## src/rtl/zjh_dec_pkg.sv

```systemverilog
// Shared types and decode helper for the scanning line decoder.
package zjh_dec_pkg;

  typedef enum logic [1:0] {
    StIdle,
    StDirect,
    StScan,
    StBlank
  } dec_state_e;

  localparam logic [2:0]  EN_OK     = 3'b100;
  localparam int unsigned MAX_SEL_W = 6;
  localparam int unsigned MAX_OUT_N = 64;

  // Widest decode; callers truncate to their own output count.
  function automatic logic [MAX_OUT_N-1:0] onehot(input logic [MAX_SEL_W-1:0] sel,
                                                  input logic                 pol);
    logic [MAX_OUT_N-1:0] v;
    v      = '0;
    v[sel] = 1'b1;
    return pol ? ~v : v;
  endfunction

endpackage

```

## src/rtl/zjh_scan_decoder_if.sv

```systemverilog
// Control inputs and decoded outputs of the scanning line decoder.
interface zjh_scan_decoder_if #(
  parameter int unsigned SEL_W   = 3,
  parameter int unsigned DWELL_W = 16
) ();

  localparam int unsigned OUT_N = 2 ** SEL_W;

  logic [2:0]         e;
  logic               mode;
  logic [SEL_W-1:0]   a;
  logic [DWELL_W-1:0] dwell_i;
  logic [OUT_N-1:0]   y;
  logic [SEL_W-1:0]   idx;
  logic               active;
  logic               wrap;

  modport master (
    output e, mode, a, dwell_i,
    input  y, idx, active, wrap
  );

  modport slave (
    input  e, mode, a, dwell_i,
    output y, idx, active, wrap
  );

endinterface

```

## src/rtl/zjh_dwell_timer.sv

```systemverilog
// Loadable down-counter with freeze; used for both dwell and blanking intervals.
module zjh_dwell_timer #(
  parameter int unsigned W = 16
) (
  input  logic         clk,
  input  logic         rst_n,
  input  logic         freeze_i,
  input  logic         clr_i,
  input  logic         load_i,
  input  logic [W-1:0] load_val_i,
  input  logic         dec_i,
  output logic         zero_o,
  output logic         tc_o
);

  logic [W-1:0] cnt_d, cnt_q;

  always_comb begin
    cnt_d = cnt_q;
    if (!freeze_i) begin
      if (clr_i) begin
        cnt_d = '0;
      end else if (load_i) begin
        cnt_d = load_val_i;
      end else if (dec_i && (cnt_q != '0)) begin
        cnt_d = cnt_q - 1'b1;
      end
    end
  end

  always_ff @(posedge clk or negedge rst_n) begin
    if (!rst_n) begin
      cnt_q <= '0;
    end else begin
      cnt_q <= cnt_d;
    end
  end

  // Zero doubles as "no interval in progress"; one marks the last cycle of an interval.
  assign zero_o = (cnt_q == '0);
  assign tc_o   = (cnt_q == W'(1));

endmodule

```

## src/rtl/zjh_scan_decoder.sv

```systemverilog
// Registered SEL_W-to-2^SEL_W decoder with three-enable gating and an auto-scan mode
// that walks the outputs with a programmable dwell and blanking gap.
module zjh_scan_decoder
  import zjh_dec_pkg::*;
#(
  parameter int unsigned SEL_W      = 3,
  parameter int unsigned OUT_N      = 2 ** SEL_W,
  parameter bit          ACTIVE_LOW = 1'b1,
  parameter int unsigned DWELL_W    = 16,
  parameter int unsigned BLANK_CYC  = 1
) (
  input logic               clk,
  input logic               rst_n,
  zjh_scan_decoder_if.slave bus
);

  localparam logic [OUT_N-1:0] YInactive = ACTIVE_LOW ? {OUT_N{1'b1}} : '0;

  function automatic logic [OUT_N-1:0] decode(input logic [SEL_W-1:0] sel);
    return OUT_N'(onehot(MAX_SEL_W'(sel), ACTIVE_LOW));
  endfunction

  dec_state_e       state_d, state_q;
  logic [SEL_W-1:0] sidx_d, sidx_q;
  logic [SEL_W-1:0] idx_d, idx_q;
  logic [OUT_N-1:0] y_d, y_q;
  logic             active_d, active_q;
  logic             wrap_d, wrap_q;

  logic               e_ok;
  logic [DWELL_W-1:0] dwell_ld;
  logic [SEL_W-1:0]   sidx_nxt;
  logic               step;

  logic dw_clr, dw_load, dw_dec, dw_zero, dw_tc;
  logic bk_clr, bk_load, bk_dec, bk_zero, bk_tc;

  assign e_ok     = (bus.e == EN_OK);
  assign dwell_ld = (bus.dwell_i == '0) ? DWELL_W'(1) : bus.dwell_i;
  assign sidx_nxt = sidx_q + 1'b1;

  zjh_dwell_timer #(
    .W (DWELL_W)
  ) u_dwell (
    .clk        (clk),
    .rst_n      (rst_n),
    .freeze_i   (~e_ok),
    .clr_i      (dw_clr),
    .load_i     (dw_load),
    .load_val_i (dwell_ld),
    .dec_i      (dw_dec),
    .zero_o     (dw_zero),
    .tc_o       (dw_tc)
  );

  zjh_dwell_timer #(
    .W (DWELL_W)
  ) u_blank (
    .clk        (clk),
    .rst_n      (rst_n),
    .freeze_i   (~e_ok),
    .clr_i      (bk_clr),
    .load_i     (bk_load),
    .load_val_i (DWELL_W'(BLANK_CYC)),
    .dec_i      (bk_dec),
    .zero_o     (bk_zero),
    .tc_o       (bk_tc)
  );

  always_comb begin
    state_d  = state_q;
    sidx_d   = sidx_q;
    idx_d    = idx_q;
    y_d      = YInactive;
    active_d = 1'b0;
    wrap_d   = 1'b0;
    step     = 1'b0;
    dw_clr   = 1'b0;
    dw_load  = 1'b0;
    dw_dec   = 1'b0;
    bk_clr   = 1'b0;
    bk_load  = 1'b0;
    bk_dec   = 1'b0;

    if (!e_ok) begin
      // Scan position and both timers hold, so a re-enable resumes where it stopped.
      state_d = StIdle;
    end else if (!bus.mode) begin
      state_d  = StDirect;
      y_d      = decode(bus.a);
      active_d = 1'b1;
      idx_d    = bus.a;
      sidx_d   = '0;
      dw_clr   = 1'b1;
      bk_clr   = 1'b1;
    end else begin
      unique case (state_q)
        StIdle, StDirect: begin
          if (!bk_zero) begin
            state_d = StBlank;
          end else begin
            state_d  = StScan;
            dw_load  = dw_zero;
            y_d      = decode(sidx_q);
            active_d = 1'b1;
            idx_d    = sidx_q;
          end
        end
        StScan: begin
          if (!dw_tc) begin
            dw_dec   = 1'b1;
            y_d      = decode(sidx_q);
            active_d = 1'b1;
            idx_d    = sidx_q;
          end else if (BLANK_CYC != 0) begin
            dw_clr  = 1'b1;
            bk_load = 1'b1;
            state_d = StBlank;
          end else begin
            step = 1'b1;
          end
        end
        StBlank: begin
          if (!bk_tc) begin
            bk_dec = 1'b1;
          end else begin
            bk_clr = 1'b1;
            step   = 1'b1;
          end
        end
        default: state_d = StIdle;
      endcase
    end

    if (step) begin
      state_d  = StScan;
      dw_load  = 1'b1;
      sidx_d   = sidx_nxt;
      idx_d    = sidx_nxt;
      y_d      = decode(sidx_nxt);
      active_d = 1'b1;
      wrap_d   = (sidx_q == {SEL_W{1'b1}});
    end
  end

  always_ff @(posedge clk or negedge rst_n) begin
    if (!rst_n) begin
      state_q  <= StIdle;
      sidx_q   <= '0;
      idx_q    <= '0;
      y_q      <= YInactive;
      active_q <= 1'b0;
      wrap_q   <= 1'b0;
    end else begin
      state_q  <= state_d;
      sidx_q   <= sidx_d;
      idx_q    <= idx_d;
      y_q      <= y_d;
      active_q <= active_d;
      wrap_q   <= wrap_d;
    end
  end

  assign bus.y      = y_q;
  assign bus.idx    = idx_q;
  assign bus.active = active_q;
  assign bus.wrap   = wrap_q;

endmodule

```

## src/flat_wrapper.sv

```systemverilog
// flat-port wrapper written by rule: the top's interface ports become plain ports
module zjh_scan_decoder_flat import zjh_dec_pkg::*;
#(
  parameter int unsigned SEL_W      = 3,
  parameter int unsigned OUT_N      = 2 ** SEL_W,
  parameter bit          ACTIVE_LOW = 1'b1,
  parameter int unsigned DWELL_W    = 16,
  parameter int unsigned BLANK_CYC  = 1
)
  (clk, rst_n, bus_e, bus_mode, bus_a, bus_dwell_i, bus_y, bus_idx, bus_active, bus_wrap);
  zjh_scan_decoder_if #(.SEL_W(SEL_W), .DWELL_W(DWELL_W)) bus_i ();
  input logic clk;
  input logic rst_n;
  input wire logic [$bits(bus_i.e)-1:0] bus_e;
  input wire logic [$bits(bus_i.mode)-1:0] bus_mode;
  input wire logic [$bits(bus_i.a)-1:0] bus_a;
  input wire logic [$bits(bus_i.dwell_i)-1:0] bus_dwell_i;
  output wire logic [$bits(bus_i.y)-1:0] bus_y;
  output wire logic [$bits(bus_i.idx)-1:0] bus_idx;
  output wire logic [$bits(bus_i.active)-1:0] bus_active;
  output wire logic [$bits(bus_i.wrap)-1:0] bus_wrap;
  assign bus_i.e = bus_e;
  assign bus_i.mode = bus_mode;
  assign bus_i.a = bus_a;
  assign bus_i.dwell_i = bus_dwell_i;
  assign bus_y = bus_i.y;
  assign bus_idx = bus_i.idx;
  assign bus_active = bus_i.active;
  assign bus_wrap = bus_i.wrap;
  zjh_scan_decoder #(.SEL_W(SEL_W), .OUT_N(OUT_N), .ACTIVE_LOW(ACTIVE_LOW), .DWELL_W(DWELL_W), .BLANK_CYC(BLANK_CYC)) u_core (.clk(clk), .rst_n(rst_n), .bus(bus_i));
endmodule
```

## config.mk

```make
export PLATFORM = sky130hd
export DESIGN_NAME = zjh_scan_decoder_flat
export DESIGN_NICKNAME = d
export VERILOG_FILES = /design/src/rtl/zjh_dec_pkg.sv /design/src/rtl/zjh_scan_decoder_if.sv /design/src/rtl/zjh_dwell_timer.sv /design/src/rtl/zjh_scan_decoder.sv /design/src/flat_wrapper.sv
export SDC_FILE = /design/constraint.sdc
export NUM_CORES = 1
export LEC_CHECK = 0
export CAP_MARGIN = 40
export CORE_AREA = 3 3 79 81
export CTS_BUF_LIST = sky130_fd_sc_hd__clkbuf_8 sky130_fd_sc_hd__clkbuf_16
export CTS_CLUSTER_DIAMETER = 100
export DETAILED_ROUTE_END_ITERATION = 6
export DIE_AREA = 0 0 82 84
export GPL_TIMING_DRIVEN = 0
export PLACE_DENSITY_LB_ADDON = 0.08
export SYNTH_ARGS = -nofsm -noshare
export SYNTH_HDL_FRONTEND = slang
export SYNTH_HIERARCHICAL = 1
export SYNTH_SLANG_ARGS = --single-unit
```

## constraint.sdc

```tcl
create_clock -name clk -period 5.2 [get_ports clk]
set_clock_uncertainty 0.2 [all_clocks]
set_input_delay 1.3 -clock clk [delete_from_list [all_inputs] [get_ports clk]]
set_output_delay 1.3 -clock clk [all_outputs]
set_load 0.01 [all_outputs]
```

==> flow_summary.rst <==
.. list-table::
   :header-rows: 1

   * - Metric
     - Value
   * - Result of the run
     - finished, final reports clean
   * - Cell depth of the worst min-delay path
     - 1
   * - Peak per-stage delay on the critical path
     - roughly 0.52 ns
   * - Area of the mapped netlist
     - approximately 3400 µm²
   * - Starting density of the core
     - between 60% and 70%
   * - Destination of the worst register-to-register timing path
     - u_core/u_blank/cnt_q[7]
   * - Count of pins over their slew limit
     - 0
   * - Number of buffers inserted by post-CTS setup repair
     - 0
   * - Clock root buffer
     - sky130_fd_sc_hd__clkbuf_8
   * - Register-to-Register Setup Slack
     - about 0.79 ns
   * - Crit path time final
     - approximately 4.4 ns
   * - Number of warning messages in the yosys log
     - 6
   * - Worst endpoint data arrival time
     - about 4.4 ns
   * - Worst R2R Path Depth
     - 16
   * - Num CTS Buffers
     - 5
   * - Synth cell types
     - 57
   * - Number of instances resized during post-cts repair
     - 0
   * - Ordered list of cells on the worst path
     - clkbuf_1, or4_1, nor3_1, nand3_1, nor2_1, and3_4, buf_6, o21ai_0, inv_1, clkbuf_1, nor2_1, a21oi_1, o21ai_1, or2_1, buf_4, o21ai_1
   * - Async set or reset register ratio after synthesis
     - between 90% and 100%
   * - Site Rows
     - 27
   * - Number of vias after detailed routing
     - 3556
   * - Buffer depth of the longest clock path
     - 2
   * - Antenna diode count
     - 0
   * - Slowest cell on the critical path
     - sky130_fd_sc_hd__or4_1
   * - Clock tree from TritonCTS
     - built
   * - R2R Path Start
     - u_core/u_blank/cnt_q[8]
   * - Seq/Total Area, Yosys
     - 37.0%
   * - Required time of the critical path
     - about 5.2 ns
   * - Count of buffers inserted at the top-level ports
     - 37
   * - Fraction of layout cells with a size suffix above 1
     - 8.59%
   * - Max_slew headroom
     - ~47%
   * - I/O pin cnt
     - 38
   * - Worst-skew pair later-pin latency
     - 0.31 ns
   * - DRC viols
     - 0
   * - Post-Synthesis Mean Instance Area
     - about 8 µm²
   * - Wire length of the first global-routing pass
     - 15.4 mm
   * - Antenna viol nets, final
     - 0
   * - Number of hold violations in the final report
     - 0
   * - Type of the tightest min-delay check
     - reg2reg
   * - Maximum clock frequency
     - 227 MHz
   * - Critical path launch point type
     - flop
   * - Pwr dens
     - 248 nW/µm²
   * - Share of the synthesized area in the top cell type
     - 30.8%
   * - 1st-iter DRT viols
     - approximately 270
   * - Sum of net half-perimeters after detailed placement
     - approximately 6.7 mm
   * - Overall power consumption
     - 0.00101 W
   * - Worst vdd ir
     - 0.169 mV
   * - Clk sink count
     - 50
   * - Number of optimization iterations in the first detailed-route pass
     - 5
   * - Number of synthesized flops with an enable pin
     - 0
   * - Max-cap violation count
     - 0
   * - Worst-path clk slew
     - approximately 0.1 ns
   * - Synthesized instance count
     - between 400 and 500
   * - Area grow syn2layout
     - 19.6%
   * - RSZ-0062 raised after global routing
     - false
   * - Leakage power total
     - about 1.6 nW
   * - Total grt overflow
     - 0
   * - Overall routing resource usage
     - between 20% and 30%
   * - Number of antenna violations at the first check in global routing
     - 0
   * - Capturing element type of the critical path
     - flop
   * - Transition time of the tightest slew-check pin
     - roughly 0.78 ns
   * - Post-detailed-route wirelength per cell
     - 16.3 µm
   * - Number of buffers and inverters on the critical path
     - 5
   * - Sum Neg Setup Slack
     - 0 ns
   * - Core Area
     - ~5500 µm²
   * - Type of the worst setup path
     - reg2reg
   * - Vias in the first global route
     - 3338
   * - Ys flop type
     - sky130_fd_sc_hd__dfrtp_1
   * - Total wirelength of the detailed-routed design
     - 9.12 mm
   * - H-tree depth reported by CTS
     - 2
   * - GP Congestion
     - 0.931
   * - Maximum number of pins on one net before global-route repair
     - 32
   * - Vias per cell
     - around 6.3
   * - Horizontal die dimension
     - a little over 80 µm
   * - Hold endpoint
     - u_core/bus.idx[0]
   * - Tcrit/Tclk final
     - a little over four fifths
   * - Hold_sp
     - u_core/bus.idx[0]
   * - #FFs+latches synth
     - 50
   * - Worst Path Max Fanout
     - 10
   * - Number of buffers inserted by hold repair at cts
     - 0
   * - Layout net count
     - ~520
   * - Worst path top cell family by delay
     - simple AND/OR/NAND/NOR gates
   * - Floorplan die height
     - 84 µm
   * - Die outline area
     - ~7000 µm²
   * - Setup Viol. Count Final
     - 0
   * - Post-synth top area cell
     - sky130_fd_sc_hd__dfrtp_1
   * - Most area-consuming cells after synthesis
     - sky130_fd_sc_hd__dfrtp_1 31%, sky130_fd_sc_hd__dfstp_2 6.2%, sky130_fd_sc_hd__nor2_1 6.2%
## worst max-delay path by stage
| stage | from | end | cells past startpoint |
|---|---|---|---|
| 3_3_place_gp | bus_e[2] | u_core/u_dwell/cnt_q[0] | 11 |
| 3_5_place_dp | bus_e[2] | u_core/u_blank/cnt_q[7] | 11 |
| 6_report | u_core/u_blank/cnt_q[8] | u_core/u_blank/cnt_q[7] | 16 |
| 2_1_floorplan | u_core/u_blank/cnt_q[8] | u_core/u_blank/cnt_q[0] | 16 |
| 4_1_cts | u_core/u_blank/cnt_q[8] | u_core/u_blank/cnt_q[7] | 16 |
| 5_1_grt | u_core/u_blank/cnt_q[8] | u_core/u_blank/cnt_q[7] | 16 |
## sequential cells by signal, summed over array words and instances (netlist names)
register and cells:
u_core/sidx_q 3, u_core/state_q 2, u_core/u_blank/cnt_q 16, u_core/u_dwell/cnt_q 16, u_core/bus.active 1, u_core/bus.wrap 1, u_core/bus.y 8, u_core/bus.idx 3
## stage by stage
step	util, %	hold slack [ns]	area, µm²	cells	setup slack [ns]
4_1_cts	73.6	0.334	4080	561	0.832
3_3_place_gp	70.9	0.295	3930	552	0.682
6_report	73.6	0.325	4080	561	0.790
5_1_grt	73.6	0.355	4080	561	0.481
3_5_place_dp	71.2	0.312	3940	553	0.681
2_1_floorplan	-	0.277	3470	443	1.73
## worst reg2reg max path, stage by stage, from the launching register on
cell and delay [ns]:
sky130_fd_sc_hd__dfrtp_1 0.37, sky130_fd_sc_hd__clkbuf_1 0.20, sky130_fd_sc_hd__or4_1 0.52, sky130_fd_sc_hd__nor3_1 0.26, sky130_fd_sc_hd__nand3_1 0.16, sky130_fd_sc_hd__nor2_1 0.25, sky130_fd_sc_hd__and3_4 0.22, sky130_fd_sc_hd__buf_6 0.12
sky130_fd_sc_hd__o21ai_0 0.18, sky130_fd_sc_hd__inv_1 0.10, sky130_fd_sc_hd__clkbuf_1 0.35, sky130_fd_sc_hd__nor2_1 0.21, sky130_fd_sc_hd__a21oi_1 0.32, sky130_fd_sc_hd__o21ai_1 0.24, sky130_fd_sc_hd__or2_1 0.27, sky130_fd_sc_hd__buf_4 0.18
sky130_fd_sc_hd__o21ai_1 0.17
## metal layers
layer  vias to the layer above  GRT usage, %  routed length [µm]
li1                       1665             -                   -
met3                        23          5.40                 605
met4                         0          8.61                 145
met2                       169          46.8                4600
met1                      1699          35.3                3770
met5                         -             0                   0
## synthesized netlist by cell type (3+ instances only)
| cell type | instances |
|---|---|
| sky130_fd_sc_hd__nor2_1 | 56 |
| sky130_fd_sc_hd__dfrtp_1 | 42 |
| sky130_fd_sc_hd__a21oi_1 | 34 |
| sky130_fd_sc_hd__clkbuf_1 | 30 |
| sky130_fd_sc_hd__nand2_1 | 27 |
| sky130_fd_sc_hd__o21ai_1 | 26 |
| sky130_fd_sc_hd__o21ai_0 | 24 |
| sky130_fd_sc_hd__nor3_1 | 21 |
| sky130_fd_sc_hd__inv_1 | 16 |
| sky130_fd_sc_hd__nor4_1 | 16 |
| sky130_fd_sc_hd__a32oi_1 | 8 |
| sky130_fd_sc_hd__dfstp_2 | 8 |
| sky130_fd_sc_hd__a22oi_1 | 6 |
| sky130_fd_sc_hd__and3_1 | 6 |
| sky130_fd_sc_hd__ha_1 | 6 |
| sky130_fd_sc_hd__nand3_1 | 6 |
| sky130_fd_sc_hd__mux2i_1 | 5 |
| sky130_fd_sc_hd__nand2b_1 | 5 |
| sky130_fd_sc_hd__a21o_1 | 4 |
| sky130_fd_sc_hd__a31oi_1 | 4 |
| sky130_fd_sc_hd__buf_4 | 4 |
| sky130_fd_sc_hd__nand4_1 | 4 |
| sky130_fd_sc_hd__o211ai_1 | 4 |
| sky130_fd_sc_hd__o221ai_1 | 4 |
| sky130_fd_sc_hd__or4_1 | 4 |
| sky130_fd_sc_hd__and2_1 | 3 |
| sky130_fd_sc_hd__buf_2 | 3 |
| sky130_fd_sc_hd__nor2b_1 | 3 |
| sky130_fd_sc_hd__nor3b_1 | 3 |
## logic make-up after synthesis
| logic type | count (synthesis) | share of synthesized area, % |
|---|---|---|
| buf+inv | 56 | 6.93 |
| other cells | 2 | 0.220 |
| fa+ha+maj | 6 | 2.20 |
| simple gates | 172 | 26.8 |
| flops | 50 | 37.0 |
| mux | 7 | 2.35 |
| compound gates | 135 | 24.5 |
## report_power, final
part / internal [W] / switching, W
logic: 0.000110 / 0.000137
clock network: 0.000193 / 0.000142
registers: 0.000410 / 0.0000197
total: 0.000713 / 0.000298
## area by class of cell
class / count / area [µm²]
buffer: 40 / 176
clock buffer: 5 / 68.8
clock inverter: 3 / 68.8
fill: 465 / 1460
inverter: 16 / 60.1
multi-input combinational: 337 / 1970
sequential: 50 / 1260
tap: 72 / 90.1
timing repair buffer: 38 / 385
## layout by cell type (no fill, tap or decap), types with 4 or more instances in the layout
cell,n
sky130_fd_sc_hd__dfrtp_1,42
sky130_fd_sc_hd__o211ai_1,4
sky130_fd_sc_hd__inv_1,16
sky130_fd_sc_hd__clkbuf_1,30
sky130_fd_sc_hd__ha_1,6
sky130_fd_sc_hd__mux2i_1,5
sky130_fd_sc_hd__nor3_1,21
sky130_fd_sc_hd__o221ai_1,4
sky130_fd_sc_hd__a31oi_1,4
sky130_fd_sc_hd__conb_1,17
sky130_fd_sc_hd__nor4_1,16
sky130_fd_sc_hd__nor2_1,56
sky130_fd_sc_hd__nand4_1,4
sky130_fd_sc_hd__buf_2,4
sky130_fd_sc_hd__a22oi_1,6
sky130_fd_sc_hd__o21ai_1,26
sky130_fd_sc_hd__a21o_1,4
sky130_fd_sc_hd__and3_1,6
sky130_fd_sc_hd__clkbuf_8,5
sky130_fd_sc_hd__clkdlybuf4s50_1,36
sky130_fd_sc_hd__a32oi_1,8
sky130_fd_sc_hd__buf_4,4
sky130_fd_sc_hd__a21oi_1,34
sky130_fd_sc_hd__o21ai_0,24
sky130_fd_sc_hd__nand2b_1,5
sky130_fd_sc_hd__dfstp_2,8
sky130_fd_sc_hd__or4_1,4
sky130_fd_sc_hd__nand2_1,27
sky130_fd_sc_hd__nand3_1,6
(Power assumes the default switching activity.)
